--- src/rtl/cnn_pkg.sv ---
// Shared sizes, state encoding and address helper for the
// CNN window sequencer and its fetch unit.
package cnn_pkg;

    localparam int IMG_W    = 28;
    localparam int K        = 5;
    localparam int OUT_W    = IMG_W - K + 1;
    localparam int PIX_W    = 8;
    localparam int WIN_BITS = K * K * PIX_W;
    localparam int ADDR_W   = 10;
    localparam int POS_W    = 5;
    localparam int RES_W    = 4;

    typedef enum logic [2:0] {
        IDLE,
        FETCH,
        ISSUE,
        WAIT_RES,
        FIN,
        ERR
    } state_t;

    function automatic logic [ADDR_W-1:0] pix_addr(
        input logic [POS_W-1:0] row,
        input logic [POS_W-1:0] col
    );
        return ADDR_W'(row) * ADDR_W'(IMG_W) + ADDR_W'(col);
    endfunction

endpackage

--- src/rtl/cnn_window_sequencer_if.sv ---
// Sequencer-side bus: RAM read port, window handshake, classifier result.
// master = sequencer, slave = RAM + classifier.
interface cnn_window_sequencer_if;
    import cnn_pkg::*;

    logic                mem_rd;
    logic [ADDR_W-1:0]   mem_addr;
    logic [PIX_W-1:0]    mem_rdata;
    logic                cnn_start;
    logic                win_valid;
    logic                win_ready;
    logic [POS_W-1:0]    cnn_x;
    logic [POS_W-1:0]    cnn_y;
    logic [WIN_BITS-1:0] cnn_imgin;
    logic                cnn_done;
    logic [RES_W-1:0]    cnn_out;

    modport master (
        output mem_rd, mem_addr, cnn_start, win_valid,
        output cnn_x, cnn_y, cnn_imgin,
        input  mem_rdata, win_ready, cnn_done, cnn_out
    );

    modport slave (
        input  mem_rd, mem_addr, cnn_start, win_valid,
        input  cnn_x, cnn_y, cnn_imgin,
        output mem_rdata, win_ready, cnn_done, cnn_out
    );

endinterface

--- src/rtl/cnn_win_fetch.sv ---
// Window fetch: issues 25 reads, delays read-valid by MEM_LAT, assembles 200b.
// Ports: i_en (FETCH), i_x/i_y window origin, o_rd/o_addr/i_rdata RAM, o_last, o_imgin.
module cnn_win_fetch
    import cnn_pkg::*;
#(
    parameter int MEM_LAT = 1
) (
    input  logic                i_clk,
    input  logic                i_rst_n,
    input  logic                i_en,
    input  logic [POS_W-1:0]    i_x,
    input  logic [POS_W-1:0]    i_y,
    output logic                o_rd,
    output logic [ADDR_W-1:0]   o_addr,
    input  logic [PIX_W-1:0]    i_rdata,
    output logic                o_last,
    output logic [WIN_BITS-1:0] o_imgin
);

    localparam int NPIX  = K * K;
    localparam int CNT_W = $clog2(NPIX + 1);

    logic [CNT_W-1:0]    r_iss;
    logic [CNT_W-1:0]    r_rcv;
    logic [2:0]          r_i;
    logic [2:0]          r_j;
    logic [MEM_LAT-1:0]  r_vld;
    logic [WIN_BITS-1:0] r_img;
    logic                w_cap;

    assign o_rd    = i_en && (r_iss < CNT_W'(NPIX));
    assign o_addr  = pix_addr(i_y + POS_W'(r_i), i_x + POS_W'(r_j));
    assign w_cap   = r_vld[MEM_LAT-1];
    assign o_last  = w_cap && (r_rcv == CNT_W'(NPIX - 1));
    assign o_imgin = r_img;

    // Counters idle at zero outside FETCH so a new window starts at once.
    always_ff @(posedge i_clk or negedge i_rst_n) begin
        if (!i_rst_n) begin
            r_iss <= '0;
            r_rcv <= '0;
            r_i   <= '0;
            r_j   <= '0;
            r_vld <= '0;
        end else if (!i_en) begin
            r_iss <= '0;
            r_rcv <= '0;
            r_i   <= '0;
            r_j   <= '0;
            r_vld <= '0;
        end else begin
            r_vld <= (r_vld << 1) | MEM_LAT'(o_rd);
            if (o_rd) begin
                r_iss <= r_iss + CNT_W'(1);
                if (r_j == 3'(K - 1)) begin
                    r_j <= '0;
                    r_i <= r_i + 3'd1;
                end else begin
                    r_j <= r_j + 3'd1;
                end
            end
            if (w_cap) begin
                r_rcv <= r_rcv + CNT_W'(1);
            end
        end
    end

    // Shift in at LSB: the first pixel ends up in the top byte.
    always_ff @(posedge i_clk or negedge i_rst_n) begin
        if (!i_rst_n) begin
            r_img <= '0;
        end else if (w_cap) begin
            r_img <= {r_img[WIN_BITS-PIX_W-1:0], i_rdata};
        end
    end

endmodule

--- src/rtl/cnn_window_sequencer.sv ---
// Front-end controller: walks all 24x24 windows, then waits for the result.
// Ports: i_clk, i_rst_n, i_start, m_bus (RAM/window/result), o_busy/o_done/o_err/o_result.
module cnn_window_sequencer
    import cnn_pkg::*;
#(
    parameter int MEM_LAT  = 1,
    parameter int WAIT_MAX = 4096
) (
    input  logic                    i_clk,
    input  logic                    i_rst_n,
    input  logic                    i_start,
    cnn_window_sequencer_if.master  m_bus,
    output logic                    o_busy,
    output logic                    o_done,
    output logic                    o_err,
    output logic [RES_W-1:0]        o_result
);

    localparam int WT_W = $clog2(WAIT_MAX + 1);

    state_t           r_state;
    state_t           w_next;
    logic [POS_W-1:0] r_x;
    logic [POS_W-1:0] r_y;
    logic [WT_W-1:0]  r_wait;
    logic [RES_W-1:0] r_result;
    logic             r_cnn_start;
    logic             w_accept;
    logic             w_xfer;
    logic             w_last_pos;
    logic             w_fetch_en;
    logic             w_fetch_last;

    cnn_win_fetch #(
        .MEM_LAT (MEM_LAT)
    ) u_fetch (
        .i_clk   (i_clk),
        .i_rst_n (i_rst_n),
        .i_en    (w_fetch_en),
        .i_x     (r_x),
        .i_y     (r_y),
        .o_rd    (m_bus.mem_rd),
        .o_addr  (m_bus.mem_addr),
        .i_rdata (m_bus.mem_rdata),
        .o_last  (w_fetch_last),
        .o_imgin (m_bus.cnn_imgin)
    );

    assign w_fetch_en = (r_state == FETCH);
    assign w_accept   = i_start && (r_state inside {IDLE, FIN, ERR});
    assign w_xfer     = (r_state == ISSUE) && m_bus.win_ready;
    assign w_last_pos = (r_x == POS_W'(OUT_W - 1)) &&
                        (r_y == POS_W'(OUT_W - 1));

    assign m_bus.cnn_start = r_cnn_start;
    assign m_bus.cnn_x     = r_x;
    assign m_bus.cnn_y     = r_y;
    assign o_result        = r_result;

    always_ff @(posedge i_clk or negedge i_rst_n) begin
        if (!i_rst_n) begin
            r_state <= IDLE;
        end else begin
            r_state <= w_next;
        end
    end

    always_comb begin
        w_next          = r_state;
        o_busy          = 1'b0;
        o_done          = 1'b0;
        o_err           = 1'b0;
        m_bus.win_valid = 1'b0;
        unique case (r_state)
            IDLE: begin
                if (i_start) w_next = FETCH;
            end
            FIN: begin
                o_done = 1'b1;
                if (i_start) w_next = FETCH;
            end
            ERR: begin
                o_err = 1'b1;
                if (i_start) w_next = FETCH;
            end
            FETCH: begin
                o_busy = 1'b1;
                if (w_fetch_last) w_next = ISSUE;
            end
            ISSUE: begin
                o_busy          = 1'b1;
                m_bus.win_valid = 1'b1;
                if (m_bus.win_ready) begin
                    w_next = w_last_pos ? WAIT_RES : FETCH;
                end
            end
            WAIT_RES: begin
                o_busy = 1'b1;
                if (m_bus.cnn_done) begin
                    w_next = FIN;
                end else if (r_wait == WT_W'(WAIT_MAX - 1)) begin
                    w_next = ERR;
                end
            end
            default: w_next = IDLE;
        endcase
    end

    // r_wait counts whole cycles spent in WAIT_RES (0 on the first one).
    always_ff @(posedge i_clk or negedge i_rst_n) begin
        if (!i_rst_n) begin
            r_x         <= '0;
            r_y         <= '0;
            r_wait      <= '0;
            r_result    <= '0;
            r_cnn_start <= 1'b0;
        end else begin
            r_cnn_start <= w_accept;
            if (w_accept) begin
                r_x      <= '0;
                r_y      <= '0;
                r_result <= '0;
            end else if (w_xfer && !w_last_pos) begin
                if (r_x == POS_W'(OUT_W - 1)) begin
                    r_x <= '0;
                    r_y <= r_y + POS_W'(1);
                end else begin
                    r_x <= r_x + POS_W'(1);
                end
            end
            if (r_state == WAIT_RES) begin
                if (m_bus.cnn_done) r_result <= m_bus.cnn_out;
                r_wait <= r_wait + WT_W'(1);
            end else begin
                r_wait <= '0;
            end
        end
    end

endmodule

--- src/flat_wrapper.sv ---
// flat-port wrapper written by rule: the top's interface ports become plain ports
module cnn_window_sequencer_flat import cnn_pkg::*;
#(
    parameter int MEM_LAT  = 1,
    parameter int WAIT_MAX = 4096
)
  (i_clk, i_rst_n, i_start, o_busy, o_done, o_err, o_result, m_bus_mem_rd, m_bus_mem_addr, m_bus_cnn_start, m_bus_win_valid, m_bus_cnn_x, m_bus_cnn_y, m_bus_cnn_imgin, m_bus_mem_rdata, m_bus_win_ready, m_bus_cnn_done, m_bus_cnn_out);
  cnn_window_sequencer_if m_bus_i ();
  input  logic i_clk;
  input  logic i_rst_n;
  input  logic i_start;
  output logic o_busy;
  output logic o_done;
  output logic o_err;
  output logic [RES_W-1:0] o_result;
  output wire logic [$bits(m_bus_i.mem_rd)-1:0] m_bus_mem_rd;
  output wire logic [$bits(m_bus_i.mem_addr)-1:0] m_bus_mem_addr;
  output wire logic [$bits(m_bus_i.cnn_start)-1:0] m_bus_cnn_start;
  output wire logic [$bits(m_bus_i.win_valid)-1:0] m_bus_win_valid;
  output wire logic [$bits(m_bus_i.cnn_x)-1:0] m_bus_cnn_x;
  output wire logic [$bits(m_bus_i.cnn_y)-1:0] m_bus_cnn_y;
  output wire logic [$bits(m_bus_i.cnn_imgin)-1:0] m_bus_cnn_imgin;
  input wire logic [$bits(m_bus_i.mem_rdata)-1:0] m_bus_mem_rdata;
  input wire logic [$bits(m_bus_i.win_ready)-1:0] m_bus_win_ready;
  input wire logic [$bits(m_bus_i.cnn_done)-1:0] m_bus_cnn_done;
  input wire logic [$bits(m_bus_i.cnn_out)-1:0] m_bus_cnn_out;
  assign m_bus_mem_rd = m_bus_i.mem_rd;
  assign m_bus_mem_addr = m_bus_i.mem_addr;
  assign m_bus_cnn_start = m_bus_i.cnn_start;
  assign m_bus_win_valid = m_bus_i.win_valid;
  assign m_bus_cnn_x = m_bus_i.cnn_x;
  assign m_bus_cnn_y = m_bus_i.cnn_y;
  assign m_bus_cnn_imgin = m_bus_i.cnn_imgin;
  assign m_bus_i.mem_rdata = m_bus_mem_rdata;
  assign m_bus_i.win_ready = m_bus_win_ready;
  assign m_bus_i.cnn_done = m_bus_cnn_done;
  assign m_bus_i.cnn_out = m_bus_cnn_out;
  cnn_window_sequencer #(.MEM_LAT(MEM_LAT), .WAIT_MAX(WAIT_MAX)) u_core (.i_clk(i_clk), .i_rst_n(i_rst_n), .i_start(i_start), .m_bus(m_bus_i), .o_busy(o_busy), .o_done(o_done), .o_err(o_err), .o_result(o_result));
endmodule
--- config.mk ---
export PLATFORM = sky130hd
export DESIGN_NAME = cnn_window_sequencer_flat
export DESIGN_NICKNAME = d
export VERILOG_FILES = /design/src/rtl/cnn_pkg.sv /design/src/rtl/cnn_window_sequencer_if.sv /design/src/rtl/cnn_win_fetch.sv /design/src/rtl/cnn_window_sequencer.sv /design/src/flat_wrapper.sv
export SDC_FILE = /design/constraint.sdc
export NUM_CORES = 1
export LEC_CHECK = 0
export BUFFER_PORTS_ARGS = -buffer_cell sky130_fd_sc_hd__buf_4
export CAP_MARGIN = 20
export CORE_MARGIN = 5
export CORE_UTILIZATION = 30
export CTS_BUF_LIST = sky130_fd_sc_hd__clkbuf_8
export DETAILED_ROUTE_END_ITERATION = 8
export SKIP_CTS_REPAIR_TIMING = 1
export SLEW_MARGIN = 20
export SYNTH_ARGS = -nofsm -noshare
export SYNTH_HDL_FRONTEND = slang
export SYNTH_SLANG_ARGS = --single-unit
--- constraint.sdc ---
create_clock -name i_clk -period 5 [get_ports i_clk]
set_input_delay 0 -clock i_clk [delete_from_list [all_inputs] [get_ports i_clk]]
set_output_delay 0 -clock i_clk [all_outputs]
set_load 0.05 [all_outputs]
==> results of run 1 <==
-- cell type report --
cell class,count,area [sq um]
Clock inverter,25,116
Multi-Input combinational cell,437,3990
Tap cell,455,569
Clock buffer,58,798
Inverter,23,93.8
Timing Repair Buffer,274,2150
Sequential cell,248,6210
Fill cell,3283,20500
-- state kept, by name, indices dropped and copies added (netlist names) --
| signal | cells |
|---|---|
| u_core.m_bus.cnn_x | 5 |
| u_core.u_fetch.r_rcv | 5 |
| u_core.o_result | 4 |
| u_core.u_fetch.r_vld | 1 |
| u_core.u_fetch.r_i | 3 |
| u_core.r_wait | 13 |
| u_core.r_state | 3 |
| u_core.m_bus.cnn_start | 1 |
| u_core.u_fetch.r_iss | 5 |
| u_core.m_bus.cnn_y | 5 |
| u_core.u_fetch.o_imgin | 200 |
| u_core.u_fetch.r_j | 3 |
-- worst max-delay path by stage --
stage / endpoint / cells after the start / from / slack [ns]
3_5_place_dp: m_bus_mem_addr[9] / 13 / u_core.m_bus.cnn_y[0] / 1.26
4_1_cts: m_bus_mem_addr[9] / 13 / u_core.m_bus.cnn_y[0] / 0.61
5_1_grt: m_bus_mem_addr[9] / 13 / u_core.m_bus.cnn_y[0] / 0.34
6_report: m_bus_mem_addr[9] / 13 / u_core.m_bus.cnn_y[0] / 0.71
2_1_floorplan: m_bus_mem_addr[8] / 14 / u_core.m_bus.cnn_y[0] / 0.85
3_3_place_gp: m_bus_mem_addr[9] / 13 / u_core.m_bus.cnn_y[0] / 1.35
-- per-stage QoR --
stage / util, % / std cells / hold WS [ns] / cell area, sq um
final: 40.4 / 1520 / 0.0907 / 13900
after global routing: 40.4 / 1520 / 0.144 / 13900
after CTS: 39.7 / 1494 / -0.465 / 13700
after detailed placement: 37.0 / 1411 / 0.188 / 12800
after global placement: 37.0 / 1411 / 0.170 / 12800
after floorplan: - / 737 / -0.296 / 10400
-- cells in the mapped netlist, types with 2 or more instances --
cell type / n / area share (%)
a21o_1: 5 / 0.36
a21oi_1: 20 / 0.96
a31oi_1: 2 / 0.12
and3_1: 2 / 0.12
and4_1: 2 / 0.17
buf_2: 17 / 0.82
buf_6: 2 / 0.22
clkbuf_1: 10 / 0.36
dfrtp_1: 248 / 59
fa_1: 8 / 1.5
ha_1: 25 / 3.0
inv_1: 22 / 0.79
mux2_2: 201 / 22
mux2i_1: 3 / 0.29
nand2_1: 30 / 1.1
nand2b_1: 3 / 0.18
nand3_1: 9 / 0.43
nand4_1: 7 / 0.42
nor2_1: 45 / 1.6
nor2b_1: 2 / 0.12
nor3_1: 4 / 0.19
nor4_1: 2 / 0.12
o21ai_0: 8 / 0.38
or2b_1: 2 / 0.14
xnor2_1: 16 / 1.3
xor2_1: 23 / 1.9
-- cells by family after synthesis --
logic type / Yosys count / synth area share, %
DFF: 248 / 59.5
muxes: 204 / 22.0
and+or+nand+nor: 118 / 5.62
buffers and inverters: 52 / 2.29
AOI/OAI and AO/OA: 43 / 2.86
xor gates and xnor gates: 39 / 3.27
adders and majority gates: 33 / 4.53
-- routing by layer --
metal  up-vias  routed length [um]  global-route usage (%)
li1       3156                   -                       -
met1      3395               10700                    16.4
met2       195               11700                    19.1
met3        51                2140                    5.42
met4         0                 881                    5.33
met5         -                   0                       0
==> summary.md, run 1 <==
| Metric | Value |
|---|---|
| Antenna cells | `0` |
| Synthesized Nets | `787` |
| Min-Delay Path Class | `primary input to async pin` |
| Max-slew violation count | `0` |
| Bufs and invs on worst path | `4` |
| Final setup violation count | `0` |
| Average size of a mapped cell | `14.2 sq um` |
| Largest net degree at the start of global routing | `178` |
| Vias per cell | `4.47` |
| Grt total ovfl | `0` |
| Flop2flop setup slack | `2.04 ns` |
| #FFs+latches synth | `248` |
| Critical path data arrival time | `4.29 ns` |
| Worst Slack Setup Final | `0.713 ns` |
| Largest stage delay, worst path | `0.50 ns` |
| I/O Buffers | `246` |
| Reg2Reg Depth | `7` |
| CP max-delay cell | `fa_1` |
| Synth Instances | `737` |
| Cell Rows | `68` |
| FF-to-FF End | `u_core.o_result[1]` |
| HPWL Detailed | `17.3 mm` |
| Worst setup SP type | `flop` |
| WL per Instance | `16.8 um` |
| Slew @ Worst Pin | `1.17 ns` |
| Sinks on Clock Net | `248` |
| Root buffer cell | `clkbuf_8` |
| Prevailing post-synth register cell | `dfrtp_1` |
| TritonCTS buffer count | `45` |
| Clock Skew | `0.0213 ns` |
| Yosys warnings | `0` |
| Post-Syn Area | `10,400 sq um` |
| Via count | `6,797` |
| Core Area | `34,500 sq um` |
| Area grow syn2layout | `33.5%` |
| Die Wd | `197 um` |
| Initial Util | `30.3%` |
| Clock Tree Buf Depth | `3` |
| Die height | `197 um` |
| Io pins | `247` |
| Tmin final | `4.29 ns` |
| Setup CP Type | `flop to primary output` |
| Clock Latency Late Sink | `0.58 ns` |
| Layout cells sized above 1 | `49.4%` |
| Final WL | `25.5 mm` |
| Synth cell types | `45` |
| Global-route wire length before repair | `39.8 mm` |
| Endpoint type of the worst setup path | `primary output` |
| Post-DRT Antenna Nets | `0` |
| First-pass DRT Iterations | `4` |
| MaxCap Viol Count | `0` |
| Crit-path cells | `ha_1, fa_1, xor2_1, inv_1, fa_1, inv_1, ha_1, inv_1, fa_1, nor3_1, nand4_1, xor2_1, buf_4` |
| GRT Overall Usage | `12.8%` |
| Sequential area share after synthesis | `59.5%` |
| Number of global-route vias before repair | `6,923` |
| CTS tree | `yes` |
| Initial antenna violation count | `0` |
| Routability cong. | `0.779` |
| Final period utilization | `85.7%` |
| Detailed router's first-iteration violation count | `242` |
| DR DRC count | `0` |
| Clock-pin slew on the worst setup and hold paths | `0.06 ns` |
| H-tree levels | `2` |
| Status | `finished, final reports clean` |
| Critical R2R Launch | `u_core.r_state[0]` |
| Final Hold Viols | `0` |
| Commonest non-fill, non-tap cell in the layout | `dfrtp_1` |
| CP Data Required Time | `5.00 ns` |
| Nets@finish | `1,079` |
| Slew margin rel. | `21.7%` |
| Most frequent cells in the layout | `dfrtp_1, buf_4, mux2_2` |
| Critical Path Fanout Max | `6` |
| Cell family with most CP delay | `adder cells` |
| Async SR Flop Fraction | `100%` |
| Fmax | `233 MHz` |
| Die area | `38,600 sq um` |
| Total negative setup slack | `0 ns` |
| Number of enable flip-flop cells after synthesis | `0` |
| Pre-CTS setup slack | `1.26 ns` |
| RSZ-0062 raised after global routing | `no` |
Power of run 1 is left out: the tool's default activity adds up to more than one toggle a clock period on the data nets, which glitch-free logic cannot reach.
==> inputs of run 2 (changes only) <==
- GPL_TIMING_DRIVEN: not set -> 1
- SYNTH_HIERARCHICAL: not set -> 1
==> summary.md, run 2 <==
| Metric | Value |
|---|---|
| Crit-path cells | `ha_1, fa_1, xor2_1, inv_1, fa_1, inv_1, ha_1, inv_1, fa_1, nand2b_1, a21oi_1, xor2_1, nand3_1, xor2_1, buf_4` |
| Area grow syn2layout | `33.4% (about the same)` |
| Critical path data arrival time | `4.18 ns (-0.11 ns)` |
| Via count | `6,861 (+0.94%)` |
| Final period utilization | `83.7% (-2.1 points)` |
| Area fraction of the dominant cell type after synthesis | `59.4% (about the same)` |
| Status | `finished, final reports clean` |
| Final WL | `24.2 mm (-4.8%)` |
| Placed cell area | `12,800 sq um (about the same)` |
| HPWL Detailed | `16.5 mm (-4.5%)` |
| Slew @ Worst Pin | `0.970 ns (-0.205 ns)` |
| Post-DRT Antenna Nets | `0 (unchanged)` |
| Cell Rows | `68 (unchanged)` |
| Prevailing post-synth register cell | `dfrtp_1` |
| Final Hold Viols | `0 (unchanged)` |
| H-tree levels | `2 (unchanged)` |
| First-pass DRT Iterations | `4 (unchanged)` |
| Synth top cells by count | `dfrtp_1, mux2_1, nor2_1` |
| Synthesized Nets | `791 (+0.51%)` |
| DR DRC count | `0 (unchanged)` |
| Clock-pin slew on the worst setup and hold paths | `0.06 ns (about the same)` |
| Root buffer cell | `clkbuf_8` |
| Largest area contributor in the netlist | `dfrtp_1` |
| Design Area, Final | `13,900 sq um (about the same)` |
| Average size of a mapped cell | `14.1 sq um (-0.61%)` |
| Yosys warnings | `6 (+6)` |
| Synth Instances | `742 (+0.68%)` |
| Antenna cells | `0 (unchanged)` |
| Vias per cell | `4.50 (+0.61%)` |
| Number of global-route vias before repair | `7,088 (+2.4%)` |
| CTS tree | `yes` |
| Final setup violation count | `0 (unchanged)` |
| Cell family with most CP delay | `adder cells` |
| Largest net degree at the start of global routing | `130 (-27%)` |
| Endpoint type of the worst setup path | `primary output` |
| Clock Latency Late Sink | `0.58 ns (about the same)` |
| Initial Util | `30.3% (about the same)` |
| Most frequent cells in the layout | `dfrtp_1, buf_4, mux2_1` |
| Sinks on Clock Net | `248 (unchanged)` |
| Die height | `197 um (about the same)` |
| Final core occ | `40.4% (about the same)` |
| Post-Syn Area | `10,400 sq um (about the same)` |
| Tmin final | `4.18 ns (-0.104 ns)` |
| Die Wd | `197 um (about the same)` |
| WL per Instance | `15.9 um (-5.1%)` |
| Most common cell in the netlist | `dfrtp_1` |
| Synth cell types | `48 (+6.7%)` |
| Total negative setup slack | `0 ns (unchanged)` |
| MaxCap Viol Count | `0 (unchanged)` |
| Initial antenna violation count | `0 (unchanged)` |
| #FFs+latches synth | `248 (unchanged)` |
| Core Area | `34,500 sq um (unchanged)` |
| Min-Delay Path Class | `primary input to flop` |
| RSZ-0062 raised after global routing | `no` |
| Clock Tree Buf Depth | `3 (unchanged)` |
| Bufs and invs on worst path | `4 (unchanged)` |
| I/O Buffers | `246 (unchanged)` |
| Io pins | `247 (unchanged)` |
| Grt total ovfl | `0 (unchanged)` |
| Die area | `38,600 sq um (about the same)` |
| Nets@finish | `1,086 (+0.65%)` |
| Async SR Flop Fraction | `100% (unchanged)` |
| Setup CP Type | `flop to primary output` |
| Critical Path Fanout Max | `6 (unchanged)` |
| Detailed router's first-iteration violation count | `186 (-23%)` |
| CP Data Required Time | `5.00 ns (about the same)` |
| Slew margin rel. | `35.4% (+14 points)` |
| Largest stage delay, worst path | `0.43 ns (-0.07 ns)` |
| Commonest non-fill, non-tap cell in the layout | `dfrtp_1` |
| Global-route wire length before repair | `39.1 mm (-1.8%)` |
| Sequential area share after synthesis | `59.4% (about the same)` |
| Area contributors post-synth | `dfrtp_1, mux2_1, ha_1, xor2_1, nor2_1` |
| Clock Skew | `0.0329 ns (+0.0115 ns)` |
| Routability cong. | `0.733 (-5.9%)` |
| Number of enable flip-flop cells after synthesis | `0 (unchanged)` |
| TritonCTS buffer count | `45 (unchanged)` |
| GRT Overall Usage | `12.3% (-0.45 points)` |
| Layout cells sized above 1 | `30.4% (-19 points)` |
| Largest register FFs | `200 (unchanged)` |
| Max-slew violation count | `0 (unchanged)` |
| CP max-delay cell | `dfrtp_1` |
| Worst setup SP type | `flop` |
| Fmax | `239 MHz (+2.5%)` |
==> run 2: cell types whose count changed after synthesis, sizes merged, moves of 4 or more <==
cell    change
clkbuf      -6
buf         +7
xor2        -4
and3        +4
nand2       -8
nand3b      +5
==> run 2: per-stage QoR <==
step,hold slack [ns],cells,setup slack (ns)
after detailed placement,0.176,1416,1.33
after floorplan,-0.296,742,0.871
after global routing,0.159,1525,0.418
final,0.173,1525,0.817
after CTS,-0.493,1496,0.690
after global placement,0.185,1416,1.39
==> run 2: kinds of logic after synthesis <==
logic type	Yosys count	share of synthesized area, %
xor gates and xnor gates	35	2.93
adders and majority gates	32	4.26
and+or+nand+nor	121	5.95
buffers and inverters	52	2.35
AOI/OAI and AO/OA	51	3.23
muxes	203	21.8
DFF	248	59.4
==> run 2: layout make-up <==
class                           instances  area, sq um
Sequential cell                       248         6210
Timing Repair Buffer                  278         2220
Clock buffer                           53          729
Clock inverter                         27          126
Fill cell                            3291        20500
Inverter                               22         82.6
Multi-Input combinational cell        442         3990
Tap cell                              455          569
==> run 2: final timing paths <==
check | depth (start not counted) | slack (ns) | from | endpoint
setup / recovery | 15 | 0.82 | u_core/m_bus.cnn_y[0] | m_bus_mem_addr[9]
hold / removal | 3 | 0.17 | m_bus_mem_rdata[3] | u_core/u_fetch/o_imgin[3]
setup reg to reg | 6 | 2.51 | u_core/r_state[0] | u_core/o_result[0]
hold reg to reg | 1 | 0.48 | u_core/u_fetch/o_imgin[192] | u_core/u_fetch/o_imgin[192]
max in group asynchronous | 4 | 3.68 | i_rst_n | u_core/u_fetch/r_vld
min in group asynchronous | 4 | 0.54 | i_rst_n | u_core/u_fetch/o_imgin[52]
==> run 2: metal layers <==
metal  part of all wire (%)  GRT usage (%)
met4                    2.6           4.88
met5                      0              0
met1                     43           15.7
met3                     10           5.97
met2                     44           18.2
==> run 2: worst reg2reg max path, stage by stage (launching register included) <==
cell and delay, ns:
dfrtp_1 0.52, nor2b_1 0.25, and3_1 0.32, nand2_1 0.10, dlygate4sd3_1 0.59, o21ai_0 0.08
dlygate4sd3_1 0.56
Power of run 2 is left out for the same reason.
==> inputs of run 3 (changes only) <==
- clock period: 5 -> 4.2 ns (I/O delays scaled with it)
==> summary.md, run 3 (synthesized netlist as in run 2, its figures left out) <==
| Metric | Value |
|---|---|
| Status | `finished, final reports clean` |
| Clock Skew | `0.0185 ns (-0.0144 ns)` |
| TritonCTS buffer count | `43 (-4.4%)` |
| Endpoint type of the worst setup path | `primary output` |
| Slew @ Worst Pin | `0.790 ns (-0.180 ns)` |
| Fmax | `254 MHz` |
| Tmin final | `3.94 ns` |
| Vias per cell | `4.48 (-0.43%)` |
| Global-route wire length before repair | `38.7 mm (-1.0%)` |
| First-pass DRT Iterations | `4 (unchanged)` |
| Sinks on Clock Net | `248 (unchanged)` |
| Clock-pin slew on the worst setup and hold paths | `0.06 ns (about the same)` |
| Die area | `38,600 sq um (unchanged)` |
| Bufs and invs on worst path | `5 (+1)` |
| Initial antenna violation count | `0 (unchanged)` |
| GRT Overall Usage | `12.3% (-0.035 points)` |
| Slew margin rel. | `47.3% (+12 points)` |
| Cell family with most CP delay | `adder cells` |
| Largest stage delay, worst path | `0.43 ns (about the same)` |
| Fillers | `3,260 (-0.94%)` |
| Final setup violation count | `0 (unchanged)` |
| Cell Rows | `68 (unchanged)` |
| Post-DRT Antenna Nets | `0 (unchanged)` |
| Die height | `197 um (unchanged)` |
| Largest register FFs | `200 (unchanged)` |
| Core Area | `34,500 sq um (unchanged)` |
| CP Data Required Time | `4.20 ns (-0.80 ns)` |
| Critical path data arrival time | `3.94 ns (-0.24 ns)` |
| Commonest non-fill, non-tap cell in the layout | `buf_4` |
| Routability cong. | `0.744 (+1.5%)` |
| Clock Tree Buf Depth | `3 (unchanged)` |
| I/O Buffers | `246 (unchanged)` |
| Layout cells sized above 1 | `31.8% (+1.4 points)` |
| Hold Slack | `0.0571 ns (-0.116 ns)` |
| FF-to-FF End | `u_core/o_result[3]` |
| MaxCap Viol Count | `0 (unchanged)` |
| H-tree levels | `2 (unchanged)` |
| Clock Latency Late Sink | `0.58 ns (about the same)` |
| Grt total ovfl | `0 (unchanged)` |
| Area grow syn2layout | `34.0%` |
| DR DRC count | `0 (unchanged)` |
| Most frequent CP cell | `inv_1` |
| Root buffer cell | `clkbuf_8` |
| Io pins | `247 (unchanged)` |
| Crit-path cells | `ha_2, fa_2, xor2_4, inv_1, fa_1, inv_1, ha_1, inv_1, fa_1, nand2b_1, a21oi_2, xor2_1, buf_4, xnor2_1, buf_4` |
| Nets@finish | `1,081 (-0.46%)` |
| Flop2flop setup slack | `1.74 ns (-0.77 ns)` |
| Antenna cells | `0 (unchanged)` |
| Final WL | `24.4 mm (+0.45%)` |
| CP max-delay cell | `fa_1` |
| Final Hold Viols | `0 (unchanged)` |
| CTS tree | `yes` |
| WL per Instance | `16.0 um (+0.91%)` |
| Total negative setup slack | `0 ns (unchanged)` |
| Largest net degree at the start of global routing | `107 (-18%)` |
| Critical R2R Launch | `u_core/r_state[0]` |
| Via count | `6,800 (-0.89%)` |
| Worst setup SP type | `flop` |
| Min-Delay Path Class | `primary input to async pin` |
| Setup CP Type | `flop to primary output` |
| Final core occ | `40.6% (+0.18 points)` |
| Detailed router's first-iteration violation count | `213 (+15%)` |
| HPWL Detailed | `16.8 mm (+1.8%)` |
| Die Wd | `197 um (unchanged)` |
| Initial Util | `30.3% (unchanged)` |
| Max-slew violation count | `0 (unchanged)` |
| Critical Path Fanout Max | `3 (-3)` |
| Number of global-route vias before repair | `6,861 (-3.2%)` |
| Reg2Reg Depth | `6 (unchanged)` |
| Final period utilization | `93.9%` |
| Most frequent cells in the layout | `buf_4, dfrtp_1, mux2_1` |
-- run 3: cell count changes in the layout (fill, tap and decap cells not counted), sizes merged --
cell         change
buf              +2
bufinv           +3
clkbuf           +3
clkinv           -1
clkinvlp         -1
dlygate4sd3      -5
inv              -8
-- run 3: final cells by class --
cell class	instances	area (sq um)	share of cell area (%)
clock inverter	20	181	1.30
timing repair buffer	275	2150	15.4
sequential	248	6210	44.4
inverter	22	82.6	0.590
tap	455	569	4.07
multi-input combinational	442	4030	28.8
clock buffer	56	771	5.51
-- run 3: worst reg2reg max path, cell delays in order, from the launching register on --
cell	delay, ns
dfrtp_1	0.54
nor2b_1	0.25
and3_1	0.31
nand2_1	0.09
dlygate4sd3_1	0.56
o21ai_0	0.07
dlygate4sd3_1	0.57
-- run 3: routing by layer --
layer / track usage [%] / vias up / share of wire [%]
met5: 0 / - / 0
met4: 4.31 / 0 / 2.0
met3: 6.10 / 36 / 11
met2: 18.3 / 207 / 44
met1: 15.6 / 3358 / 43
li1: - / 3199 / -
-- run 3: metrics by stage --
| stage | instance area, sq um | instances | setup slack (ns) |
|---|---|---|---|
| 2_1_floorplan | 10400 | 742 | 0.0708 |
| 3_3_place_gp | 12800 | 1418 | 0.576 |
| 3_5_place_dp | 12800 | 1418 | 0.529 |
| 4_1_cts | 13700 | 1494 | -0.146 |
| 5_1_grt | 14000 | 1518 | -0.0256 |
| 6_report | 14000 | 1518 | 0.256 |
-- run 3: how the worst max path moves through the flow --
stage	from	endpoint	slack (ns)	cells past startpoint
floorplan	u_core/m_bus.cnn_y[0]	m_bus_mem_addr[9]	0.07	14
global placement	u_core/m_bus.cnn_y[0]	m_bus_mem_addr[9]	0.58	15
detailed placement	u_core/m_bus.cnn_y[0]	m_bus_mem_addr[9]	0.53	15
CTS	u_core/m_bus.cnn_y[0]	m_bus_mem_addr[9]	-0.15	15
global route	u_core/u_fetch/r_i[0]	m_bus_mem_addr[9]	-0.03	15
finish	u_core/u_fetch/r_i[0]	m_bus_mem_addr[8]	0.26	15
Power of run 3 is left out for the same reason.
